[config.mk]
export PLATFORM = sky130hd
export DESIGN_NAME = conv_col_feeder_flat
export DESIGN_NICKNAME = d
export VERILOG_FILES = /design/src/rtl/conv_pkg.sv /design/src/rtl/conv_col_feeder_if.sv /design/src/rtl/line_row_buf.sv /design/src/rtl/conv_col_feeder.sv /design/src/flat_wrapper.sv
export SDC_FILE = /design/constraint.sdc
export NUM_CORES = 2
export LEC_CHECK = 0
export CORE_UTILIZATION = 51
export CTS_CLUSTER_SIZE = 14
export DETAILED_ROUTE_END_ITERATION = 8
export DONT_BUFFER_PORTS = 1
export MAX_ROUTING_LAYER = met4
export PLACE_DENSITY_LB_ADDON = 0.2
export SLEW_MARGIN = 15
export SYNTH_ARGS = -nofsm -noshare
export SYNTH_HDL_FRONTEND = slang
export SYNTH_SLANG_ARGS = --single-unit
[constraint.sdc]
create_clock -name clk -period 16.7 [get_ports clk]
set_input_delay 0.835 -clock clk [delete_from_list [all_inputs] [get_ports clk]]
set_output_delay 0.835 -clock clk [all_outputs]
set_load 0.01 [all_outputs]
[src/rtl/conv_pkg.sv]
// Shared types and default LeNet constants for the convolution datapath blocks
// (column feeder, 5x5 convolution, channel adder).
package conv_pkg;

  typedef enum logic [1:0] {
    IDLE   = 2'd0,
    FILL   = 2'd1,
    STREAM = 2'd2,
    DONE   = 2'd3
  } feeder_state_e;

  localparam int LENET_BIT_WIDTH       = 8;
  localparam int LENET_KERNEL_SIZE     = 5;
  localparam int LENET_CONV1_IMG_WIDTH = 32;
  localparam int LENET_CONV2_IMG_WIDTH = 14;
  localparam int LENET_CHANNEL         = 6;

  // Counter/address width for a range of 'depth' values, never narrower than one bit.
  function automatic int cnt_bits(input int depth);
    return (depth > 1) ? $clog2(depth) : 1;
  endfunction

endpackage

[src/rtl/conv_col_feeder_if.sv]
// Pixel-in / column-out bundle of the convolution column feeder.
// master = pixel source and column sink, slave = the feeder itself.
interface conv_col_feeder_if
  import conv_pkg::*;
#(
  parameter int BIT_WIDTH   = LENET_BIT_WIDTH,
  parameter int KERNEL_SIZE = LENET_KERNEL_SIZE,
  parameter int CHANNEL     = LENET_CHANNEL
);

  logic                                    frame_start;
  logic [BIT_WIDTH*CHANNEL-1:0]            pix_in;
  logic                                    pix_valid;
  logic                                    pix_ready;
  logic [BIT_WIDTH*KERNEL_SIZE*CHANNEL-1:0] col_out;
  logic                                    col_en;
  logic                                    win_valid;
  logic                                    row_last;
  logic                                    frame_done;
  logic                                    busy;

  modport master (
    output frame_start, pix_in, pix_valid,
    input  pix_ready, col_out, col_en, win_valid, row_last, frame_done, busy
  );

  modport slave (
    input  frame_start, pix_in, pix_valid,
    output pix_ready, col_out, col_en, win_valid, row_last, frame_done, busy
  );

endinterface

[src/rtl/line_row_buf.sv]
// One image row of storage. Asynchronous read and synchronous write at the same
// address give read-before-write behaviour within a cycle.
module line_row_buf
  import conv_pkg::*;
#(
  parameter int DEPTH = LENET_CONV2_IMG_WIDTH,
  parameter int WIDTH = LENET_BIT_WIDTH * LENET_CHANNEL,
  localparam int AW   = cnt_bits(DEPTH)
) (
  input  logic             clk,
  input  logic [AW-1:0]    addr,
  input  logic             we,
  input  logic [WIDTH-1:0] wdata,
  output logic [WIDTH-1:0] rdata
);

  logic [WIDTH-1:0] mem_r [DEPTH];

  assign rdata = mem_r[addr];

  // Row storage write; contents are deliberately left unreset.
  always_ff @(posedge clk) begin
    if (we) begin
      mem_r[addr] <= wdata;
    end
  end

endmodule

[src/rtl/conv_col_feeder.sv]
// Line-buffer stage feeding KERNEL_SIZE-tall per-channel columns to the 5x5
// convolution block, with a frame FSM controlling acceptance and completion.
module conv_col_feeder
  import conv_pkg::*;
#(
  parameter int BIT_WIDTH   = LENET_BIT_WIDTH,
  parameter int KERNEL_SIZE = LENET_KERNEL_SIZE,
  parameter int CHANNEL     = LENET_CHANNEL,
  parameter int IMG_WIDTH   = LENET_CONV2_IMG_WIDTH,
  parameter int IMG_HEIGHT  = LENET_CONV2_IMG_WIDTH
) (
  input logic               clk,
  input logic               rst,
  conv_col_feeder_if.slave  bus
);

  localparam int PW = BIT_WIDTH * CHANNEL;
  localparam int CW = PW * KERNEL_SIZE;
  localparam int XW = cnt_bits(IMG_WIDTH);
  localparam int YW = cnt_bits(IMG_HEIGHT);

  localparam logic [XW-1:0] X_LAST      = XW'(IMG_WIDTH - 1);
  localparam logic [XW-1:0] X_WIN       = XW'(KERNEL_SIZE - 1);
  localparam logic [XW-1:0] X_ONE       = XW'(1);
  localparam logic [YW-1:0] Y_FILL_LAST = YW'(KERNEL_SIZE - 2);
  localparam logic [YW-1:0] Y_LAST      = YW'(IMG_HEIGHT - 1);
  localparam logic [YW-1:0] Y_ONE       = YW'(1);

  feeder_state_e  state_r;
  logic [XW-1:0]  x_r;
  logic [YW-1:0]  y_r;
  logic           pix_ready_r;
  logic           busy_r;
  logic           frame_done_r;
  logic           col_en_r;
  logic           win_valid_r;
  logic           row_last_r;
  logic [CW-1:0]  col_out_r;

  logic           accept_s;
  logic [PW-1:0]  rd_s   [KERNEL_SIZE-1];
  logic [PW-1:0]  rows_s [KERNEL_SIZE];
  logic [CW-1:0]  col_s;

  assign accept_s = bus.pix_valid & pix_ready_r;

  // Row k shifts up from row k+1; the newest row is fed from the incoming pixel.
  assign rows_s[KERNEL_SIZE-1] = bus.pix_in;

  for (genvar k = 0; k < KERNEL_SIZE - 1; k++) begin : g_row
    assign rows_s[k] = rd_s[k];

    line_row_buf #(
      .DEPTH (IMG_WIDTH),
      .WIDTH (PW)
    ) u_row (
      .clk   (clk),
      .addr  (x_r),
      .we    (accept_s),
      .wdata (rows_s[k+1]),
      .rdata (rd_s[k])
    );
  end

  // Re-pack row-major pixels into the channel-major convolution input bus.
  always_comb begin
    col_s = '0;
    for (int c = 0; c < CHANNEL; c++) begin
      for (int r = 0; r < KERNEL_SIZE; r++) begin
        col_s[(c*KERNEL_SIZE + r)*BIT_WIDTH +: BIT_WIDTH] = rows_s[r][c*BIT_WIDTH +: BIT_WIDTH];
      end
    end
  end

  // Frame FSM, raster counters and registered column outputs.
  always_ff @(posedge clk) begin
    if (rst) begin
      state_r      <= IDLE;
      x_r          <= '0;
      y_r          <= '0;
      pix_ready_r  <= 1'b0;
      busy_r       <= 1'b0;
      frame_done_r <= 1'b0;
      col_en_r     <= 1'b0;
      win_valid_r  <= 1'b0;
      row_last_r   <= 1'b0;
      col_out_r    <= '0;
    end else begin
      frame_done_r <= 1'b0;
      col_en_r     <= 1'b0;
      win_valid_r  <= 1'b0;
      row_last_r   <= 1'b0;

      case (state_r)
        IDLE: begin
          if (bus.frame_start) begin
            state_r     <= FILL;
            x_r         <= '0;
            y_r         <= '0;
            pix_ready_r <= 1'b1;
            busy_r      <= 1'b1;
          end
        end
        FILL: begin
          if (accept_s && (x_r == X_LAST) && (y_r == Y_FILL_LAST)) begin
            state_r <= STREAM;
          end
        end
        STREAM: begin
          if (accept_s && (x_r == X_LAST) && (y_r == Y_LAST)) begin
            state_r      <= DONE;
            pix_ready_r  <= 1'b0;
            frame_done_r <= 1'b1;
          end
        end
        DONE: begin
          state_r <= IDLE;
          busy_r  <= 1'b0;
        end
        default: begin
          state_r     <= IDLE;
          pix_ready_r <= 1'b0;
          busy_r      <= 1'b0;
        end
      endcase

      if (accept_s) begin
        if (x_r == X_LAST) begin
          x_r <= '0;
          y_r <= (y_r == Y_LAST) ? '0 : (y_r + Y_ONE);
        end else begin
          x_r <= x_r + X_ONE;
        end
      end

      // Only STREAM accepts have KERNEL_SIZE-1 valid rows above them.
      if (accept_s && (state_r == STREAM)) begin
        col_en_r    <= 1'b1;
        col_out_r   <= col_s;
        win_valid_r <= (x_r >= X_WIN);
        row_last_r  <= (x_r == X_LAST);
      end
    end
  end

  assign bus.pix_ready  = pix_ready_r;
  assign bus.busy       = busy_r;
  assign bus.frame_done = frame_done_r;
  assign bus.col_en     = col_en_r;
  assign bus.win_valid  = win_valid_r;
  assign bus.row_last   = row_last_r;
  assign bus.col_out    = col_out_r;

endmodule
[src/flat_wrapper.sv]
// flat-port wrapper written by rule: the top's interface ports become plain ports
module conv_col_feeder_flat import conv_pkg::*;
#(
  parameter int BIT_WIDTH   = LENET_BIT_WIDTH,
  parameter int KERNEL_SIZE = LENET_KERNEL_SIZE,
  parameter int CHANNEL     = LENET_CHANNEL,
  parameter int IMG_WIDTH   = LENET_CONV2_IMG_WIDTH,
  parameter int IMG_HEIGHT  = LENET_CONV2_IMG_WIDTH
)
  (clk, rst, bus_frame_start, bus_pix_in, bus_pix_valid, bus_pix_ready, bus_col_out, bus_col_en, bus_win_valid, bus_row_last, bus_frame_done, bus_busy);
  conv_col_feeder_if #(.BIT_WIDTH(BIT_WIDTH), .KERNEL_SIZE(KERNEL_SIZE), .CHANNEL(CHANNEL)) bus_i ();
  input logic clk;
  input logic rst;
  input wire logic [$bits(bus_i.frame_start)-1:0] bus_frame_start;
  input wire logic [$bits(bus_i.pix_in)-1:0] bus_pix_in;
  input wire logic [$bits(bus_i.pix_valid)-1:0] bus_pix_valid;
  output wire logic [$bits(bus_i.pix_ready)-1:0] bus_pix_ready;
  output wire logic [$bits(bus_i.col_out)-1:0] bus_col_out;
  output wire logic [$bits(bus_i.col_en)-1:0] bus_col_en;
  output wire logic [$bits(bus_i.win_valid)-1:0] bus_win_valid;
  output wire logic [$bits(bus_i.row_last)-1:0] bus_row_last;
  output wire logic [$bits(bus_i.frame_done)-1:0] bus_frame_done;
  output wire logic [$bits(bus_i.busy)-1:0] bus_busy;
  assign bus_i.frame_start = bus_frame_start;
  assign bus_i.pix_in = bus_pix_in;
  assign bus_i.pix_valid = bus_pix_valid;
  assign bus_pix_ready = bus_i.pix_ready;
  assign bus_col_out = bus_i.col_out;
  assign bus_col_en = bus_i.col_en;
  assign bus_win_valid = bus_i.win_valid;
  assign bus_row_last = bus_i.row_last;
  assign bus_frame_done = bus_i.frame_done;
  assign bus_busy = bus_i.busy;
  conv_col_feeder #(.BIT_WIDTH(BIT_WIDTH), .KERNEL_SIZE(KERNEL_SIZE), .CHANNEL(CHANNEL), .IMG_WIDTH(IMG_WIDTH), .IMG_HEIGHT(IMG_HEIGHT)) u_core (.clk(clk), .rst(rst), .bus(bus_i));
endmodule
# --- Yosys cells after proc, flatten, opt, wreduce, memory -nomap -nowiden ---
# Memory sizes are Yosys's and may differ from the RTL's. A register that Yosys moved wholly into a read port is not among the register bits.
# Cells that the tools add are included.
totals:
  inputBits: 52
  output_inout_bits: 246
  latch_bits: 0
  reg_bits: 256
  mem_bits_rw: 2688
  n_memories: 4
  mem_bits_ro: 0
mem_list:
  columns: ["memory", "words", "word_bits", "rd", "rd_clocked_by_memory_dff", "write_ports", "line_no", "rtl"]
  rows:
  - ["u_core.g_row[0].u_row.mem_r", 14, 48, 1, 1, 1, "line_row_buf.sv:17", "logic [WIDTH-1:0] mem_r [DEPTH];"]
  - ["u_core.g_row[1].u_row.mem_r", 14, 48, 1, 1, 1, "line_row_buf.sv:17", null]
  - ["u_core.g_row[2].u_row.mem_r", 14, 48, 1, 1, 1, "line_row_buf.sv:17", null]
  - ["u_core.g_row[3].u_row.mem_r", 14, 48, 1, 1, 1, "line_row_buf.sv:17", null]
classes:
  div: 0
  n_lt_le_gt_ge: 1
  reduce_logical: 15
  shifts: 0
  n_mux: 27
  n_bitwise: 3
  multipliers: 0
  n_eq_ne: 9
  addsub: 2
ops:
  columns: ["op", "n"]
  rows:
  - ["2-to-1 mux 4 bit", 15]
  - ["adder 4 x 1 -> 4 bit (second input constant)", 2]
  - ["equality test 4 bit (second input constant)", 2]
  - ["one-hot mux 2 bit (4 select lines)", 1]
  - ["nonzero test 2 bit", 4]
  - ["2-to-1 mux 1 bit", 6]
  - ["2-to-1 mux 2 bit", 3]
  - ["AND reduction 3 bit", 2]
  - ["equality test 2 bit (second input constant)", 2]
  - ["equality test 4 x 2 -> 1 bit (second input constant)", 1]
  - ["greater-or-equal comparator 4 x 3 -> 1 bit (second input constant)", 1]
  - ["logical AND 1 bit", 4]
  - ["!= test 2 x 1 -> 1 bit (second input constant)", 2]
  - ["one-hot mux 1 bit (2 select lines)", 2]
  - ["AND reduction 2 bit", 2]
  - ["OR reduction 2 bit", 2]
  - ["equality test 2 x 1 -> 1 bit (second input constant)", 1]
  - ["logical NOT 2 bit", 1]
  - ["!= test 2 bit (second input constant)", 1]
  - ["inverter 1 bit", 2]
  - ["AND 1 bit", 1]

# --- Logic depth before layout (Yosys ltp) ---
depth:
  ltp_word: 5
  depth_mapped: 9
  mapped_depth_nobuf: 6

# --- By module ---
# Synthesis repeated with hierarchy kept, for this count alone.
hier_totals:
  cells_unflattened: 5508
  hier_area_um2: 110805.0
modules_own_cells:
  columns: ["mod", "cells_per_inst", "area_each_um2", "n_inst"]
  rows:
  - ["line_row_buf", 1092, 25433.1, 4]
  - ["conv_col_feeder", 1140, 9072.5, 1]

# --- Least setup slack after synthesis ---
# No wires, ideal clock.
synth_path:
  path_kind: "input to register"
  from: "input port bus_pix_valid"
  to: "memory u_core.g_row[0].u_row.mem_r[3][0] (netlist bit), enable pin"
  n_path_buf: 0
  path_stages: 3
  t_arrival_ns: 15.097
  slack_ns: 0.584
  setup_time_ns: 1.019
  cell_sequence: "and2_1 nand3_1 nor3b_1"
synth_via:
  elab_chain_cells: 3
synth_rtl:
  columns: ["element", "line_no", "rtl"]
  rows:
  - ["start: declaration", "flat_wrapper.sv:16", "input wire logic [$bits(bus_i.pix_valid)-1:0] bus_pix_valid;"]
  - ["AND 1 bit", "conv_col_feeder.sv:45", "assign accept_s = bus.pix_valid & pix_ready_r;"]
  - ["2-to-1 mux 1 bit", "line_row_buf.sv:23", "if (we) begin"]
  - ["2-to-1 mux 1 bit (implied by the code)", "line_row_buf.sv:24", "mem_r[addr] <= wdata;"]
  - ["end: declaration", "line_row_buf.sv:17", null]
# No other way between the ends.

==> results.txt <==
* Crit path arrival time: 6.54 ns
- Post-synthesis net count: 6,256
- The cell that appears most often on the critical path is sky130_fd_sc_hd__buf_4.
- Proportion of layout cells with a drive suffix above 1: 0.177
- After synthesis, the netlist uses 56 different library cells.
- Along the worst path, the maximum fanout reaches 56.
- Post-route ant nets: 0
* Top-level port count: 298
- From synthesis to final layout, the design area changed by 11.9%.
- Area of the placeable core: 220,000 µm²
- Post-synth EDFFs: 2,688
* Via count of the routed design: 59,300
- # DRC: 0
- Worst voltage drop across the vdd grid: 127 µV
- CTS Root Buffer Type: sky130_fd_sc_hd__clkbuf_16
* DIE WIDTH: 473 µm
* Initial core utilization: 0.514
* Actual slew at the worst max-slew pin: 1.23 ns
- Final WL: 302,000 µm
* Number of vias per cell: 6.22
* Die Height: 473 µm
* Class of the tightest hold or removal check: primary input to flop
- Most area-consuming cells after synthesis: sky130_fd_sc_hd__edfxtp_1 (71%), sky130_fd_sc_hd__mux4_2 (5.4%), sky130_fd_sc_hd__mux2i_1 (4.8%)
- Sequential Area: 85,900 µm²
- After clock tree synthesis, the repair step resized 0 gates.
- Switching power: 0.00378 W
- CTS clock-pin slew for the worst setup and hold paths: 0.06 ns
- The number of setup buffers added after CTS is 0.
* Overall fraction of global-route tracks in use: 0.277
- TritonCTS clock tree: done
* Mapped Cells: 6,199
* Detailed-placement wirelength estimate: 153,000 µm
* TritonCTS Buffers: 315
* Crit end category: flop
- Summed over all layers, the global routing overflow is 0.
- Adding up every negative setup slack in the final design gives 0 ns.
- The clock net in this run drives a total of 2,948 sinks.
- Main synth FF type: sky130_fd_sc_hd__edfxtp_1
- Number of placed cells counting well taps: 8,921
- Cts-stage hold buffer count: 51
- Across the run, the number of max-cap violations was 0.
- Later-pin clock latency in the skew report: 0.95 ns
* Critical Path, Cell by Cell: buf_4 -> buf_4 -> buf_4 -> buf_4 -> mux4_2 -> mux2i_1 -> o21ai_0 -> buf_4
- The clock arrives with 0.0538 ns of skew.
* Ratio of final minimum period to clock period: 0.352
- Final critical delay including setup and external delays: 5.88 ns
- Pwr dens: 131 nW/µm²
- Cell accounting for the most synthesized area: sky130_fd_sc_hd__edfxtp_1
- Data on the critical path is required at its endpoint by 17.35 ns.
- Highest attainable clock frequency: 0.170 GHz
* Port bufs: 0
- # fillers: 16,400
- Summed over all cells, the static leakage comes to 38.4 nW.
- Final-report hold violation count: 0
- Sequential area share after synthesis: 0.760
* Combinational fraction of design power: 0.075
- STA classifies the critical path startpoint as a flop.
* Worst setup path category: flop to flop
- Maximum count of clock buffers along a single path: 4
- The slowest stage of the critical path is the sky130_fd_sc_hd__buf_4 cell.
- Cell internal power dissipation: 0.0128 W
- Number of synthesis warnings: 0
- Area of the die: 224,000 µm²
- Number of cell rows: 172
* Initial antenna violation count: 6
- Counting flops and latches in the post-synthesis netlist gives 2,948.
- Entering global routing, the biggest net connects 172 pins.
* Setup violation total in the final timing report: 0
* First-iteration detailed-routing DRC count: 6,647
- Clock network fraction of design power: 0.407
- Final weighted congestion in routability-driven placement: 0.754
- Number of detailed-routing iterations run before antenna repair: 6
* Synth async-reset ratio: 0
- Net total in the final layout: 6,388
- Crit path largest cell delay: 0.84 ns
- Average cell area after synthesis: 18.2 µm²
- Wire length of the first global-routing pass: 430,000 µm
- The H-tree was split into 5 levels.
* RSZ-0062 raised after global routing: false
- The multi-input combinational cells in the finished layout cover a total of 25,100 µm².
- Fin. max-slew vios: 0
* Vias in the first global route: 59,300
* Final Instance Count excl. Fillers: 9,532
- Relative contribution of sequential cells to total power: 0.518
- Fraction of power spent switching nets: 0.227
* Slew margin rel.: 0.171
- The flow ran to the end, and the final reports show no timing, DRC or antenna violations.
* Average wire per standard cell: 31.6 µm
- The mapped netlist covers 113,000 µm².
* Post-synth top area share: 0.714
critical path: cells and delay by family (launching register included):
family	cells	cell delay, ns
buf+inv	5	3.29
compound gates	1	0.40
flops	1	0.80
mux	2	0.91
logic make-up (layout without fill, tap and decap cells):
| kind of cell | after synthesis | after routing | synth area share |
|---|---|---|---|
| flip-flops | 2948 | 2948 | 0.760 |
| multiplexers | 1084 | 1084 | 0.129 |
| AO/OA/AOI/OAI | 913 | 913 | 0.0558 |
| AND/OR/NAND/NOR | 860 | 860 | 0.0355 |
| buffers and inverters | 389 | 760 | 0.0196 |
| adder cells (fa/ha/maj) | 5 | 5 | 0.000553 |
| other | 0 | 4 | 0 |
metal layers:
metal  global-route usage  routed length [µm]  vias to the layer above
met3               0.0500               23700                      422
met1                0.373              125000                    31300
met2                0.440              147000                     2457
li1                     -                   -                    25100
met5                    -                   0                        -
met4               0.0647                6350                        0
cells in the mapped netlist, drive strengths merged (4+ instances only):
cell type,number
dfxtp,260
a21oi,171
o211ai,71
nor2,147
o22ai,82
mux4,269
inv,5
a21o,69
o31ai,47
a22oi,122
ha,5
mux2i,539
and2,6
nand2,382
clkbuf,189
a222oi,17
o221ai,47
mux2,276
edfxtp,2688
nand2b,190
nand3b,4
nand3,53
a32oi,46
buf,194
nor2b,56
a311oi,99
nor3,6
o21ai,136
state kept, by name, indices dropped and copies added (netlist names), named ones only:
register                  flops
u_core.x_r                    4
u_core.bus.busy               1
u_core.bus.row_last           1
u_core.y_r                    4
u_core.state_r                2
u_core.bus.frame_done         1
u_core.bus.win_valid          1
u_core.g_row.u_row.mem_r   2688
u_core.bus.col_out          240
u_core.bus.col_en             1
u_core.bus.pix_ready          1
cell type report:
class                      instances  area share
antenna                            4   0.0000791
sequential                      2948       0.679
timing repair buffer             198      0.0141
inverter                           6    0.000237
multi-input combinational       2862       0.199
clock inverter                   115     0.00858
tap                             2958      0.0293
clock buffer                     441      0.0699
layout by cell type (no fill, tap or decap), types with 17 or more instances in the layout:
| cell | netlist | layout |
|---|---|---|
| sky130_fd_sc_hd__o221ai_1 | 47 | 47 |
| sky130_fd_sc_hd__clkbuf_16 | 0 | 321 |
| sky130_fd_sc_hd__dlygate4sd3_1 | 0 | 50 |
| sky130_fd_sc_hd__dfxtp_1 | 260 | 253 |
| sky130_fd_sc_hd__o211ai_1 | 71 | 71 |
| sky130_fd_sc_hd__clkbuf_8 | 0 | 36 |
| sky130_fd_sc_hd__edfxtp_1 | 2688 | 2688 |
| sky130_fd_sc_hd__a21oi_1 | 171 | 171 |
| sky130_fd_sc_hd__clkinv_2 | 0 | 44 |
| sky130_fd_sc_hd__nor2_1 | 146 | 138 |
| sky130_fd_sc_hd__buf_4 | 49 | 134 |
| sky130_fd_sc_hd__mux2_2 | 262 | 262 |
| sky130_fd_sc_hd__a222oi_1 | 17 | 17 |
| sky130_fd_sc_hd__a21o_1 | 69 | 69 |
| sky130_fd_sc_hd__clkinv_1 | 1 | 36 |
| sky130_fd_sc_hd__o21ai_0 | 136 | 113 |
| sky130_fd_sc_hd__o21ai_1 | 0 | 20 |
| sky130_fd_sc_hd__a311oi_1 | 99 | 99 |
| sky130_fd_sc_hd__o22ai_1 | 82 | 82 |
| sky130_fd_sc_hd__nand2b_1 | 190 | 190 |
| sky130_fd_sc_hd__nand3_1 | 53 | 52 |
| sky130_fd_sc_hd__a32oi_1 | 46 | 46 |
| sky130_fd_sc_hd__bufinv_16 | 0 | 19 |
| sky130_fd_sc_hd__mux2i_1 | 539 | 539 |
| sky130_fd_sc_hd__a22oi_1 | 122 | 122 |
| sky130_fd_sc_hd__o31ai_1 | 39 | 39 |
| sky130_fd_sc_hd__mux4_2 | 269 | 269 |
| sky130_fd_sc_hd__nand2_1 | 382 | 382 |
| sky130_fd_sc_hd__clkbuf_1 | 188 | 84 |
| sky130_fd_sc_hd__nor2b_1 | 56 | 52 |
power by group through the flow:
stage                     sequential [W]  clock, W  combinational [W]
after floorplan                  0.00871         0           0.000769
final                            0.00861   0.00675            0.00124
after global placement           0.00876         0            0.00116
after CTS                        0.00861   0.00683            0.00124
after detailed placement         0.00877         0            0.00120
after global routing             0.00862   0.00712            0.00132
final timing paths:
path / slack, ns / endpoint / cells after the start / start
hold / removal: 0.06 / u_core.bus.col_out[115]$_SDFFE_PP0N_ / 2 / bus_pix_in[19]
setup reg to reg: 10.82 / u_core.g_row[0].u_row.mem_r[4][46]$_DFFE_PP_ / 8 / flop
hold reg to reg: 0.50 / u_core.bus.col_out[33]$_SDFFE_PP0N_ / 2 / u_core.bus.col_out[33]$_SDFFE_PP0N_
setup / recovery: 10.82 / u_core.g_row[0].u_row.mem_r[4][46]$_DFFE_PP_ / 8 / flop
metrics by stage:
stage,instance area [µm²],setup WS [ns],total power (W),util,hold WS (ns)
2_1_floorplan,113000,0.584,0.00948,-,0.479
3_3_place_gp,116000,10.84,0.00992,0.528,0.488
3_5_place_dp,116000,10.86,0.00996,0.528,0.490
4_1_cts,127000,10.83,0.0167,0.575,0.00585
5_1_grt,127000,10.61,0.0171,0.575,0.0400
6_report,127000,10.82,0.0166,0.575,0.0613
(Power assumes the default switching activity.)
